File: config.mk
export PLATFORM = sky130hd
export DESIGN_NAME = ftdi_cmd_sequencer
export DESIGN_NICKNAME = d
export VERILOG_FILES = /design/src/rtl/ftdi_cmd_sequencer.sv
export SDC_FILE = /design/constraint.sdc
export NUM_CORES = 1
export LEC_CHECK = 0
export ABC_CLOCK_PERIOD_IN_PS = 5950
export CAP_MARGIN = 20
export CORE_MARGIN = 8
export CORE_UTILIZATION = 30
export DETAILED_ROUTE_END_ITERATION = 12
export PLACE_DENSITY_LB_ADDON = 0.25
export SLEW_MARGIN = 10
export SYNTH_ARGS = -nofsm -noshare
export SYNTH_HDL_FRONTEND = slang
export SYNTH_SLANG_ARGS = --single-unit
export TNS_END_PERCENT = 50
File: constraint.sdc
create_clock -name in_clk -period 5.95 [get_ports in_clk]
set_input_delay 1.4875 -clock in_clk [delete_from_list [all_inputs] [get_ports in_clk]]
set_output_delay 1.4875 -clock in_clk [all_outputs]
set_load 0.005 [all_outputs]
File: src/rtl/ftdi_cmd_sequencer.sv
`default_nettype none
// ============================================================================
// Module      : ftdi_cmd_sequencer
// Description : Parses 1..3 byte host commands from the FTDI byte stream.
//               It executes WRITE / READ / STATUS / CLEAR on an internal
//               8-bit register bank and returns exactly one response byte
//               per command over a valid/ack handshake.
// Revision    : 1.0 - initial release
// ----------------------------------------------------------------------------
// Ports
//   in_clk         system clock
//   in_reset_n     asynchronous active-low reset
//   in_rx_data     received byte, qualified by in_rx_valid
//   in_rx_valid    one-cycle pulse per received byte
//   out_tx_data    response byte, stable while out_tx_valid is high
//   out_tx_valid   response pending, held until in_tx_ack
//   in_tx_ack      one-cycle pulse, controller accepted out_tx_data
//   out_regs       flat register bank, reg i at [8i+7:8i]
//   out_err_count  saturating error counter
//   out_busy       high whenever the sequencer is not idle
// ============================================================================
module ftdi_cmd_sequencer #(
  parameter int         NUM_REGS       = 8,
  parameter int         TIMEOUT_CYCLES = 1000000,
  parameter logic [7:0] ACK_BYTE       = 8'hA5,
  parameter logic [7:0] ERR_BYTE       = 8'hEE
) (
  input  logic                  in_clk,
  input  logic                  in_reset_n,
  input  logic [7:0]            in_rx_data,
  input  logic                  in_rx_valid,
  output logic [7:0]            out_tx_data,
  output logic                  out_tx_valid,
  input  logic                  in_tx_ack,
  output logic [NUM_REGS*8-1:0] out_regs,
  output logic [7:0]            out_err_count,
  output logic                  out_busy
);

  localparam int         AW        = (NUM_REGS > 1) ? $clog2(NUM_REGS) : 1;
  localparam int         TW        = $clog2(TIMEOUT_CYCLES);
  localparam logic [7:0] NREG8     = 8'(NUM_REGS);
  localparam logic [TW-1:0] TMO_LAST = TW'(TIMEOUT_CYCLES - 1);

  localparam logic [7:0] OP_WRITE  = 8'h01;
  localparam logic [7:0] OP_READ   = 8'h02;
  localparam logic [7:0] OP_STATUS = 8'h03;
  localparam logic [7:0] OP_CLEAR  = 8'h04;

  typedef enum logic [1:0] {
    IDLE     = 2'd0,
    GET_ADDR = 2'd1,
    GET_DATA = 2'd2,
    RESP     = 2'd3
  } state_t;

  state_t          state_q, state_d;
  logic            is_wr_q, is_wr_d;
  logic [7:0]      addr_q, addr_d;
  logic [7:0]      tx_data_q, tx_data_d;
  logic            tx_valid_q;
  logic            busy_q;
  logic [TW-1:0]   tmo_q, tmo_d;
  logic [7:0]      err_q;
  logic [7:0]      regs_q [NUM_REGS];

  logic            w_err_inc;
  logic            w_err_clr;
  logic            w_wr_en;

  // --------------------------------------------------------------------------
  // Next-state and command decode
  // --------------------------------------------------------------------------
  always_comb begin
    state_d   = state_q;
    is_wr_d   = is_wr_q;
    addr_d    = addr_q;
    tx_data_d = tx_data_q;
    tmo_d     = '0;
    w_err_inc = 1'b0;
    w_err_clr = 1'b0;
    w_wr_en   = 1'b0;

    case (state_q)
      IDLE: begin
        if (in_rx_valid) begin
          case (in_rx_data)
            OP_WRITE: begin
              is_wr_d = 1'b1;
              state_d = GET_ADDR;
            end
            OP_READ: begin
              is_wr_d = 1'b0;
              state_d = GET_ADDR;
            end
            OP_STATUS: begin
              // Reports the count as it stood before this byte.
              tx_data_d = err_q;
              state_d   = RESP;
            end
            OP_CLEAR: begin
              w_err_clr = 1'b1;
              tx_data_d = ACK_BYTE;
              state_d   = RESP;
            end
            default: begin
              w_err_inc = 1'b1;
              tx_data_d = ERR_BYTE;
              state_d   = RESP;
            end
          endcase
        end
      end

      GET_ADDR: begin
        if (in_rx_valid) begin
          if (is_wr_q) begin
            addr_d  = in_rx_data;
            state_d = GET_DATA;
          end else if (in_rx_data < NREG8) begin
            tx_data_d = regs_q[in_rx_data[AW-1:0]];
            state_d   = RESP;
          end else begin
            w_err_inc = 1'b1;
            tx_data_d = ERR_BYTE;
            state_d   = RESP;
          end
        end else if (tmo_q == TMO_LAST) begin
          // Host stalled mid-command: drop it silently.
          w_err_inc = 1'b1;
          state_d   = IDLE;
        end else begin
          tmo_d = tmo_q + TW'(1);
        end
      end

      GET_DATA: begin
        if (in_rx_valid) begin
          if (addr_q < NREG8) begin
            w_wr_en   = 1'b1;
            tx_data_d = ACK_BYTE;
          end else begin
            w_err_inc = 1'b1;
            tx_data_d = ERR_BYTE;
          end
          state_d = RESP;
        end else if (tmo_q == TMO_LAST) begin
          w_err_inc = 1'b1;
          state_d   = IDLE;
        end else begin
          tmo_d = tmo_q + TW'(1);
        end
      end

      RESP: begin
        // Bytes arriving while a response is pending cannot be queued.
        if (in_rx_valid) begin
          w_err_inc = 1'b1;
        end
        if (in_tx_ack) begin
          state_d = IDLE;
        end
      end

      default: begin
        state_d = IDLE;
      end
    endcase
  end

  // --------------------------------------------------------------------------
  // State and datapath registers
  // --------------------------------------------------------------------------
  always_ff @(posedge in_clk or negedge in_reset_n) begin
    if (!in_reset_n) begin
      state_q    <= IDLE;
      is_wr_q    <= 1'b0;
      addr_q     <= '0;
      tx_data_q  <= '0;
      tx_valid_q <= 1'b0;
      busy_q     <= 1'b0;
      tmo_q      <= '0;
    end else begin
      state_q    <= state_d;
      is_wr_q    <= is_wr_d;
      addr_q     <= addr_d;
      tx_data_q  <= tx_data_d;
      tx_valid_q <= (state_d == RESP);
      busy_q     <= (state_d != IDLE);
      tmo_q      <= tmo_d;
    end
  end

  // Clear has priority; increments stop at 255.
  always_ff @(posedge in_clk or negedge in_reset_n) begin
    if (!in_reset_n) begin
      err_q <= '0;
    end else if (w_err_clr) begin
      err_q <= '0;
    end else if (w_err_inc && (err_q != 8'hFF)) begin
      err_q <= err_q + 8'd1;
    end
  end

  always_ff @(posedge in_clk or negedge in_reset_n) begin
    if (!in_reset_n) begin
      for (int i = 0; i < NUM_REGS; i++) begin
        regs_q[i] <= '0;
      end
    end else if (w_wr_en) begin
      regs_q[addr_q[AW-1:0]] <= in_rx_data;
    end
  end

  // --------------------------------------------------------------------------
  // Outputs, all straight from flops
  // --------------------------------------------------------------------------
  generate
    for (genvar gi = 0; gi < NUM_REGS; gi++) begin : g_regs_out
      assign out_regs[8*gi +: 8] = regs_q[gi];
    end
  endgenerate

  assign out_tx_data   = tx_data_q;
  assign out_tx_valid  = tx_valid_q;
  assign out_err_count = err_q;
  assign out_busy      = busy_q;

endmodule
`default_nettype wire

Yosys cells after proc, flatten, opt, wreduce, memory -nomap -nowiden:

Cells that the tools add are included.

* magnitude comparators: 5
* bitwise gates (word level): 2
* multiplexer cells: 44
* $add $sub $neg: 2
* equality and inequality tests: 15
* reduce and logical (&&, ||, !) cells: 13

Operators with widths (count)
* $mux W8: 10
* $bwmux W64: 1
* $mux W20: 3
* $pmux W8 S3: 2
* $bmux W8 S3: 1
* $demux W8 S3: 1
* $add A20 B1 Y20 const B: 1
* $eq A20 B20 Y1 const B: 1
* $eq A8 B2 Y1 const B: 2
* $lt A8 B4 Y1 const B: 2
* $mux W1: 16
* $mux W2: 6
* $ne A2 B2 Y1 const B: 5
* $add A8 B1 Y8 const B: 1
* $eq A8 B1 Y1 const B: 1
* $eq A8 B3 Y1 const B: 1
* $ge A4 B4 Y1 const B: 2
* $ne A8 B8 Y1 const B: 1
* $not A3 Y4: 2
* $pmux W2 S4: 1
* $mux W7: 1
* $eq A2 B2 Y1 const B: 3
* $reduce_and A3 Y1: 2
* $reduce_and A6 Y1: 1
* 10 further kinds: 14

* register bits: 113
* input bits: 12
* word-level logic and storage cells: 97
* output and inout port bits: 82

Logic depth before layout (Yosys ltp):

Gate-level depths: netlist of run 1.

* depth after elaboration: 8
* depth in mapped cells: 9
* mapped depth without buffers: 8

Worst setup path before layout of run 1:

No wires, ideal clock.

* path kind: input to register
* start point: input port in_rx_data[0]
* end point: register tx_data_q[2], in the netlist out_tx_data[2]
* cell stages on the path: 6
* required time: 5821 ps
* path buffers: 2
* path slack: 2589 ps
* setup time: 129 ps
* data arrival time: 3232 ps
* cells stage by stage: buf_1 buf_2 mux4_2 mux2_2 o221ai_1 o21ai_0

* longest elaborated chain between the ends: 8
* elaborated cells on any way between the ends: 18
* classes of those cells: 1 x order compare; 5 x eq/ne; 9 x mux; 1 x bitwise; 2 x reduce/logical

RTL lines
* start: declaration: RTL line 30 `input logic [7:0] in_rx_data,`
* $not A3 Y4 (implied by the code): RTL line 121 `tx_data_d = regs_q[in_rx_data[AW-1:0]];`
* $bmux W8 S3: RTL line 121
* $mux W8 (implied by the code) (2 in a row): RTL line 121
* $mux W8: RTL line 120 `end else if (in_rx_data < NREG8) begin`
* $mux W8: RTL line 117 `if (is_wr_q) begin`
* $mux W8: RTL line 116 `if (in_rx_valid) begin`
* $pmux W8 S3: RTL line 84 `case (state_q)`
* end signal: assignment: RTL line 187 `tx_data_q <= tx_data_d;`
* end: declaration: RTL line 60 `logic [7:0] tx_data_q, tx_data_d;`

Parallel ways exist; a longest one is shown, timed or not. The select of a mux whose other input is x is not followed.
A chain may end at the register's enable or synchronous reset.

Worst setup path after layout of run 1:

* start point: input port in_rx_data[0]
* end point: register tx_data_q[6], in the netlist out_tx_data[6]

The elaborated chain is that of the path after synthesis.

==> results.json, run 1 <==
{
  "ioPinCount": 94,
  "rows": 49,
  "powerDensity_nw_per_um2": 413.9,
  "grt_pass1_wl_um": 24430,
  "drt_iter0_drc": 184,
  "clock_skew_ps": 10.29,
  "holdWs_ps": 500.4,
  "clk_pin_slew_ps": 60,
  "placed_area_um2": 6636,
  "start_kind": "input pin",
  "dpl.hpwl_um": 10800,
  "power.switching_mw": 0.9453,
  "path_class": "input pin to flip-flop",
  "postCtsSetupBuffers": 0,
  "setup_slack_ps": 2121,
  "finalHoldViolCount": 0,
  "clock.fmax_ghz": 0.2612,
  "avgSynthCellArea_um2": 12.27,
  "async_flop_share": 1.000,
  "gp_congestion": 0.8247,
  "drt-total-wl_um": 15280,
  "synth_nets": 465,
  "p_seq_frac": 0.366,
  "ys_ff_latch": 113,
  "cts_root_buffer": "clkbuf_16",
  "numCtsBuffers": 17,
  "rsz0062_at_grt": "false",
  "drv_cap": 0,
  "start_util": 0.3054,
  "slew_headroom": 0.2648,
  "pwr-share-clk": 0.334,
  "die_area_um2": 22870,
  "fin_area_um2": 7224,
  "leakage_nw": 3.093,
  "htreeDepth": 4,
  "min_to": "addr_q[4]",
  "clk_path_buf_depth": 2,
  "final_layout_size_suffix_gt1_frac": 0.2518,
  "grt_max_degree": 64,
  "gr-total-overflow": 0,
  "synth-seq-area-share": 0.5154,
  "synth_edf_count": 0,
  "swShare": 0.3161,
  "tritoncts": "done",
  "area_growth_pct": 31.68,
  "p_total_mw": 2.990,
  "rr_worst_depth": 5,
  "crit_chain": "clkdlybuf4s50_1, buf_4, mux4_2, mux2i_1, nand2_1, a21oi_1, a211oi_1, a21o_1",
  "setup_viol": 0,
  "power.internal_mw": 2.045,
  "cts_resized": 0,
  "port_buffers": 93,
  "critPathMaxFanout": 19,
  "tightest_slew_ps": 1099,
  "critPathSlowestCell": "clkdlybuf4s50_1",
  "cpPeakStageDelay_ps": 1070,
  "fin_cells": 781,
  "cts.sinks": 113,
  "routedWlPerCell_um": 19.56,
  "fin_crit_ps": 3829,
  "yosys_warnings": 0,
  "grt_antenna_before_repair": 0,
  "nets": 557,
  "syn_area_um2": 5487,
  "critPathArrivalTime_ps": 4140,
  "die_height_um": 151.2,
  "worstSetupEndpointType": "flip-flop",
  "synthFlopType": "dfrtp_1",
  "combPwrFrac": 0.300,
  "reg2reg_to": "out_regs[52]",
  "yosysUniqueCellTypes": 52,
  "r2r-start": "addr_q[7]",
  "dp_slack_ps": 1664,
  "worst_ir_drop_vdd_mv": 0.2382,
  "post-route-util": 0.4022,
  "hp-start": "addr_q[4]",
  "diodes": 0,
  "die_x_um": 151.2,
  "finalCritPeriodShare": 0.6435,
  "firstDrtPassIters": 4,
  "synthCells": 447,
  "drc": 0,
  "core_um2": 17960,
  "critPathRequiredTime_ps": 6260,
  "grtUsageTotal": 0.1427,
  "grt_pass1_vias": 4217,
  "holdBufCountCts": 0,
  "maxSlewViolCount": 0,
  "dr_total_vias": 4035,
  "status": "complete, no violations",
  "detail_route.vias_per_cell": 5.166,
  "fin_setup_tns_ps": 0,
  "worstHoldPathCells": 1,
  "ant_nets": 0,
  "r2r_slack_ps": 3120,
  "dp.cells": 749,
  "clk_latency_ps": 420,
  "min_path_type": "flip-flop to flip-flop"
}
==> layout make-up <==
cell class | count | area, µm²
Inverter | 7 | 26.28
Sequential cell | 113 | 2828
Timing Repair Buffer | 96 | 950.9
Multi-Input combinational cell | 304 | 2545
Tap cell | 229 | 286.5
Clock buffer | 17 | 425.4
Clock inverter | 15 | 162.7
Fill cell | 1713 | 10740
==> layout by cell type, fill, tap and decap left out, drive strengths merged, types with 5 or more instances in the layout <==
cell	count
nand2	29
clkbuf	17
xor2	8
nand4	6
nor3	8
dfrtp	113
a21oi	10
nand3	18
ha	6
and3	6
clkdlybuf4s50	92
clkinvlp	6
inv	9
clkinv	5
mux2	77
nor2	33
o21ai	16
xnor2	11
mux4	16
==> power by group through the flow <==
stage / Sequential (mW) / Clock (mW) / Combinational [mW]
2_1_floorplan: 1.06 / 0 / 0.486
3_3_place_gp: 1.11 / 0 / 0.889
3_5_place_dp: 1.11 / 0 / 0.908
4_1_cts: 1.10 / 1.03 / 0.913
5_1_grt: 1.12 / 1.07 / 0.986
6_report: 1.09 / 0.999 / 0.896
==> worst max path at each step <==
stage	start	endpoint	slack, ps	depth (start not counted)
after CTS	in_rx_data[0]	out_tx_data[6]	2100	8
after detailed placement	in_rx_data[0]	out_tx_data[6]	1660	8
after floorplan	in_rx_data[0]	out_tx_data[2]	2590	6
final	in_rx_data[0]	out_tx_data[6]	2120	8
after global placement	in_rx_data[0]	out_tx_data[6]	1690	8
after global routing	in_rx_data[0]	out_tx_data[6]	1930	8
==> kinds of logic (layout without fill, tap and decap cells) <==
kind of cell / count (synthesis) / count (layout) / synth area share
DFF: 113 / 113 / 0.5154
adders and majority gates: 6 / 6 / 0.01368
xor gates and xnor gates: 19 / 19 / 0.03033
AOI/OAI and AO/OA: 52 / 52 / 0.06523
buffers and inverters: 30 / 135 / 0.02075
muxes: 97 / 97 / 0.2310
and+or+nand+nor: 130 / 130 / 0.1236
==> synth_stat cells, drive strengths merged, types with 2 or more instances <==
cell	instances	area, µm²
nand3	18	90.09
a211oi	2	15.01
and3	6	37.54
xor2	8	70.07
clkbuf	20	75.07
a21oi	10	53.80
and2	2	12.51
a31oi	2	12.51
nand4	6	37.54
o31ai	2	28.78
nand2	29	108.9
inv	7	26.28
xnor2	11	96.34
a22oi	3	22.52
mux2	77	867.1
mux4	16	360.4
dfrtp	113	2828
nand3b	4	30.03
nand2b	4	25.02
buf	3	12.51
nor3b	2	25.02
a21o	2	15.01
a31o	2	17.52
nand4b	2	17.52
nor4	3	25.02
ha	6	75.07
or3	4	25.02
nor2	33	123.9
mux2i	4	40.04
or4	4	30.03
o221ai	3	26.28
and4	2	17.52
nor3	8	50.05
o21ai	16	80.08
==> layer usage <==
metal	up-vias	wire length (µm)	GRT usage
li1	1827	-	-
met2	123	7265	0.2218
met3	21	1014	0.04422
met5	-	0	0
met4	0	365	0.06235
met1	2064	6631	0.1794
==> worst max-delay path, delay by kind of cell <==
kind | cells | cell delay (ps)
compound gates | 3 | 420
buf+inv | 2 | 1450
simple gates | 1 | 90
mux | 2 | 680
==> sequential cells by signal, summed over array words and instances, names as in the netlist <==
| name | cells |
|---|---|
| out_tx_data | 8 |
| out_regs | 64 |
| tmo_q | 20 |
| out_err_count | 8 |
| state_q | 2 |
| is_wr_q | 1 |
| addr_q | 8 |
| out_busy | 1 |
| out_tx_valid | 1 |
Note: power is estimated with default switching activity, not from simulation.
==> run 2, diff against run 1 <==
--- a/config.mk
+++ b/config.mk
@@ -5,7 +5,7 @@
 export SDC_FILE = /design/constraint.sdc
 export NUM_CORES = 1
 export LEC_CHECK = 0
-export ABC_CLOCK_PERIOD_IN_PS = 5950
+export ABC_CLOCK_PERIOD_IN_PS = 3130
 export CAP_MARGIN = 20
 export CORE_MARGIN = 8
 export CORE_UTILIZATION = 30
==> constraint.sdc (replaced) <==
create_clock -name in_clk -period 3.13 [get_ports in_clk]
set_input_delay 0.7825 -clock in_clk [delete_from_list [all_inputs] [get_ports in_clk]]
set_output_delay 0.7825 -clock in_clk [all_outputs]
set_load 0.005 [all_outputs]
==> results.json, run 2 (synthesized netlist as in run 1, its figures left out) <==
{
  "cts.sinks": 113,
  "cts_resized": 0,
  "drv_cap": 0,
  "holdWs_ps": 419.5,
  "path_class": "flip-flop to flip-flop",
  "final_common_cell": "dfrtp_1",
  "routedWlPerCell_um": 19.24,
  "grt_antenna_before_repair": 0,
  "ant_nets": 0,
  "clock_skew_ps": 13.60,
  "nets": 581,
  "die_area_um2": 22870,
  "met1_usage": 0.1737,
  "die_height_um": 151.2,
  "diodes": 0,
  "tightest_slew_ps": 727.9,
  "worstSetupEndpointType": "flip-flop",
  "min_path_type": "input pin to async pin",
  "finalHoldViolCount": 0,
  "port_buffers": 93,
  "finalCritPeriodShare": 0.8381,
  "worst_ir_drop_vdd_mv": 0.3952,
  "slew_headroom": 0.5147,
  "critPathRequiredTime_ps": 3450,
  "clk_latency_ps": 420,
  "final_layout_size_suffix_gt1_frac": 0.2795,
  "ioPinCount": 94,
  "leakage_nw": 3.246,
  "fin_setup_tns_ps": 0,
  "critPathArrivalTime_ps": 2940,
  "drc": 0,
  "rows": 49,
  "htreeDepth": 4,
  "clk_path_buf_depth": 2,
  "cts_root_buffer": "clkbuf_16",
  "status": "complete, no violations",
  "rr_worst_depth": 6,
  "area_growth_pct": 35.99,
  "grtUsageTotal": 0.1423,
  "start_kind": "flip-flop",
  "grt_max_degree": 54,
  "tritoncts": "done",
  "layout_common_cells": "dfrtp_1 (113), clkdlybuf4s50_1 (92), mux2_2 (77)",
  "maxSlewViolCount": 0,
  "largest_register_ffs": 64,
  "grt.busiest_layer": "met2",
  "gr-total-overflow": 0,
  "powerDensity_nw_per_um2": 777.9,
  "grt_util_met2": 0.2273,
  "fin_crit_ps": 2623,
  "rsz0062_at_grt": "false",
  "detail_route.vias_per_cell": 5.061,
  "grt_pass1_vias": 4354,
  "postCtsSetupBuffers": 0,
  "dpl.hpwl_um": 11150,
  "drt_iter0_drc": 189,
  "firstDrtPassIters": 4,
  "critPathMaxFanout": 6,
  "setup_viol": 0,
  "globalRouteMet3Util": 0.05288,
  "start_util": 0.3054,
  "core_um2": 17960,
  "reg2reg_to": "out_err_count[3]",
  "holdBufCountCts": 0,
  "gp_congestion": 0.8489,
  "clock.fmax_ghz": 0.3812,
  "numCtsBuffers": 17,
  "r2r-start": "tmo_q[6]",
  "dr_total_vias": 4074,
  "clk_pin_slew_ps": 50,
  "drt-total-wl_um": 15490,
  "die_x_um": 151.2,
  "grt_pass1_wl_um": 24620,
  "r2r_slack_ps": 510
}
[run 2: changes by cell type in the layout (fill, tap and decap cells not counted)]
cell	change
inv_6	-2
clkinvlp_4	-3
clkinv_4	-4
buf_12	+3
clkbuf_1	+2
buf_4	+21
bufinv_16	+1
clkbuf_8	+3
clkinv_2	+3
[run 2: report_power, final]
group          total (mW)  internal, mW  switching (mW)
clock network        1.98          1.31           0.676
registers            2.08          1.77           0.303
logic                1.75         0.968           0.777
total                5.80          4.05            1.76
[run 2: worst max-delay path: stages (launching register included)]
cell      delay (ps)
dfrtp_1          410
or4_1            540
nor4_2           390
a21oi_2          160
o31a_1           380
or4_1            530
o211ai_1         110
[run 2: layout make-up]
class                           instances  area, µm²
Tap cell                              229      286.5
Inverter                                7      26.28
Sequential cell                       113       2828
Timing Repair Buffer                  120       1169
Clock inverter                         10      132.6
Fill cell                            1703      10500
Clock buffer                           22      474.2
Multi-Input combinational cell        304       2545
[run 2: metrics by stage]
step | setup WS, ps | util | power (mW) | area, µm² | cells
2_1_floorplan | 474.1 | - | 2.936 | 5487 | 447
3_3_place_gp | 148.5 | 0.3816 | 3.821 | 6854 | 773
3_5_place_dp | 67.23 | 0.3816 | 3.862 | 6854 | 773
4_1_cts | 505.2 | 0.4153 | 5.873 | 7461 | 805
5_1_grt | 364.1 | 0.4153 | 6.127 | 7461 | 805
6_report | 506.6 | 0.4153 | 5.804 | 7461 | 805
[run 2: per-layer routing]
metal | share of wire | vias to the layer above
met1 | 0.44 | 2065
li1 | - | 1877
met2 | 0.48 | 114
met4 | 0.014 | 0
met3 | 0.066 | 18
met5 | 0 | -
[run 2: worst max path at each step]
stage	slack [ps]	startpoint	to
5_1_grt	360	tmo_q[13]	out_err_count[3]
3_3_place_gp	150	in_rx_data[0]	out_tx_data[0]
2_1_floorplan	470	in_rx_data[0]	out_tx_data[2]
4_1_cts	510	tmo_q[6]	out_err_count[3]
6_report	510	tmo_q[6]	out_err_count[3]
3_5_place_dp	70	in_rx_data[5]	out_err_count[0]
==> run 3, diff against run 2 <==
--- a/config.mk
+++ b/config.mk
@@ -5,7 +5,7 @@
 export SDC_FILE = /design/constraint.sdc
 export NUM_CORES = 1
 export LEC_CHECK = 0
-export ABC_CLOCK_PERIOD_IN_PS = 3130
+export ABC_CLOCK_PERIOD_IN_PS = 2340
 export CAP_MARGIN = 20
 export CORE_MARGIN = 8
 export CORE_UTILIZATION = 30
==> constraint.sdc (replaced) <==
create_clock -name in_clk -period 2.34 [get_ports in_clk]
set_input_delay 0.585 -clock in_clk [delete_from_list [all_inputs] [get_ports in_clk]]
set_output_delay 0.585 -clock in_clk [all_outputs]
set_load 0.005 [all_outputs]
==> results.json, run 3 (synthesized netlist as in run 1, its figures left out) <==
{
  "die_area_um2": 22870,
  "clk_pin_slew_ps": 50,
  "crit_family": "simple AND/OR/NAND/NOR gates",
  "tightest_slew_ps": 609.9,
  "start_util": 0.3054,
  "drt_iter0_drc": 231,
  "critPathArrivalTime_ps": 2710,
  "clock.fmax_ghz": 0.4189,
  "dp.cells": 811,
  "grt_antenna_before_repair": 0,
  "crit_buf_inv": 0,
  "post-route-util": 0.4438,
  "layout_common_cells": "dfrtp_1 (113), clkdlybuf4s50_1 (91), mux2_2 (69)",
  "area_growth_pct": 45.29,
  "rows": 49,
  "finalHoldViolCount": 0,
  "fin_crit_ps": 2387,
  "min_path_type": "input pin to async pin",
  "tritoncts": "done",
  "ant_nets": 0,
  "clock_skew_ps": 11.81,
  "final_common_cell": "dfrtp_1",
  "firstDrtPassIters": 4,
  "powerDensity_nw_per_um2": 1041,
  "drt-total-wl_um": 15910,
  "slew_headroom": 0.5897,
  "cts_root_buffer": "clkbuf_16",
  "worst_ir_drop_vdd_mv": 0.4650,
  "fin_cells": 849,
  "maxSlewViolCount": 0,
  "port_buffers": 93,
  "grtUsageTotal": 0.1435,
  "violations": "negative setup slack",
  "die_height_um": 151.2,
  "rr_worst_depth": 6,
  "setup_slack_ps": -47.49,
  "critPathRequiredTime_ps": 2670,
  "grt_max_degree": 53,
  "largest_register_ffs": 64,
  "fin_setup_tns_ps": -47.49,
  "critPathSlowestCell": "or4_4",
  "leakage_nw": 3.530,
  "cts.sinks": 113,
  "drc": 0,
  "clk_path_buf_depth": 2,
  "dp_slack_ps": -524.3,
  "nets": 625,
  "grt_pass1_wl_um": 25120,
  "die_x_um": 151.2,
  "path_class": "flip-flop to flip-flop",
  "grt_pass1_vias": 4550,
  "dr_total_vias": 4250,
  "clk_latency_ps": 420,
  "diodes": 0,
  "finalCritPeriodShare": 1.020,
  "critPathMaxFanout": 6,
  "routedWlPerCell_um": 18.74,
  "drv_cap": 0,
  "gp_congestion": 0.8422,
  "detail_route.vias_per_cell": 5.006,
  "crit_chain": "or4_4, nor4_4, a21oi_2, o31a_1, or4_1, o211ai_1",
  "worstSetupEndpointType": "flip-flop",
  "dpl.hpwl_um": 11620,
  "status": "finished, violations left",
  "start_kind": "flip-flop",
  "worstSetupPathDepth": 6,
  "setup_viol": 1,
  "final_layout_size_suffix_gt1_frac": 0.3500,
  "gr-total-overflow": 0,
  "htreeDepth": 4,
  "core_um2": 17960,
  "cpPeakStageDelay_ps": 550,
  "ioPinCount": 94,
  "p_total_mw": 8.302,
  "numCtsBuffers": 17,
  "rsz0062_at_grt": "true"
}
## run 3: cell count changes in the layout (fill, tap and decap cells not counted), sizes merged
cell | previous run | this run
bufinv | 3 | 5
dlymetal6s2s | 0 | 1
clkbuf | 22 | 18
clkinv | 4 | 6
clkdlybuf4s50 | 92 | 91
clkinvlp | 3 | 2
buf | 28 | 72
inv | 7 | 8
## run 3: power by group
| part | switching [mW] | total [mW] | internal [mW] |
|---|---|---|---|
| registers | 0.404 | 2.78 | 2.37 |
| clock network | 0.935 | 2.85 | 1.91 |
| logic | 1.12 | 2.68 | 1.56 |
## run 3: layout make-up
class                           count  area [µm²]
Clock buffer                       18       439.2
Clock inverter                     14       211.5
Fill cell                        1651        9992
Inverter                            7       26.28
Multi-Input combinational cell    304        2633
Sequential cell                   113        2828
Tap cell                          229       286.5
Timing Repair Buffer              164        1548
## run 3: repair_timing
item                                    CTS  global route
pin swaps                                 4             6
gates resized for setup                   5            21
buffers inserted                          2             3
hold buffers                              0             0
cloned                                    0             1
endpoints found under the setup margin   10            31
## run 3: worst reg2reg max path, stage by stage (launching register included)
cell and delay [ps]:
dfrtp_1 380, or4_4 550, nor4_4 340, a21oi_2 100
o31a_1 320, or4_1 520, o211ai_1 90
## run 3: final timing paths
path | startpoint | endpoint | slack [ps]
setup / recovery | tmo_q[6] | out_err_count[3] | -50
hold / removal | in_reset_n | out_regs[61] | 100
setup reg to reg | tmo_q[6] | out_err_count[3] | -50
hold reg to reg | out_tx_data[3] | out_tx_data[3] | 480
max in group asynchronous | in_reset_n | out_err_count[2] | 1610
min in group in_clk | out_tx_data[3] | out_tx_data[3] | 480
## run 3: metal layers
metal | global-route usage | vias up | part of all wire
li1 | - | 1966 | -
met4 | 0.04651 | 0 | 0.010
met2 | 0.2276 | 117 | 0.48
met5 | 0 | - | 0
met3 | 0.04512 | 12 | 0.061
met1 | 0.1824 | 2155 | 0.44
## run 3: stage by stage
stage               hold WS, ps  cell area [µm²]
floorplan                 289.4             5490
global placement          472.7             7177
detailed placement        482.4             7177
CTS                       109.7             7868
global route              124.2             7971
finish                    103.0             7971
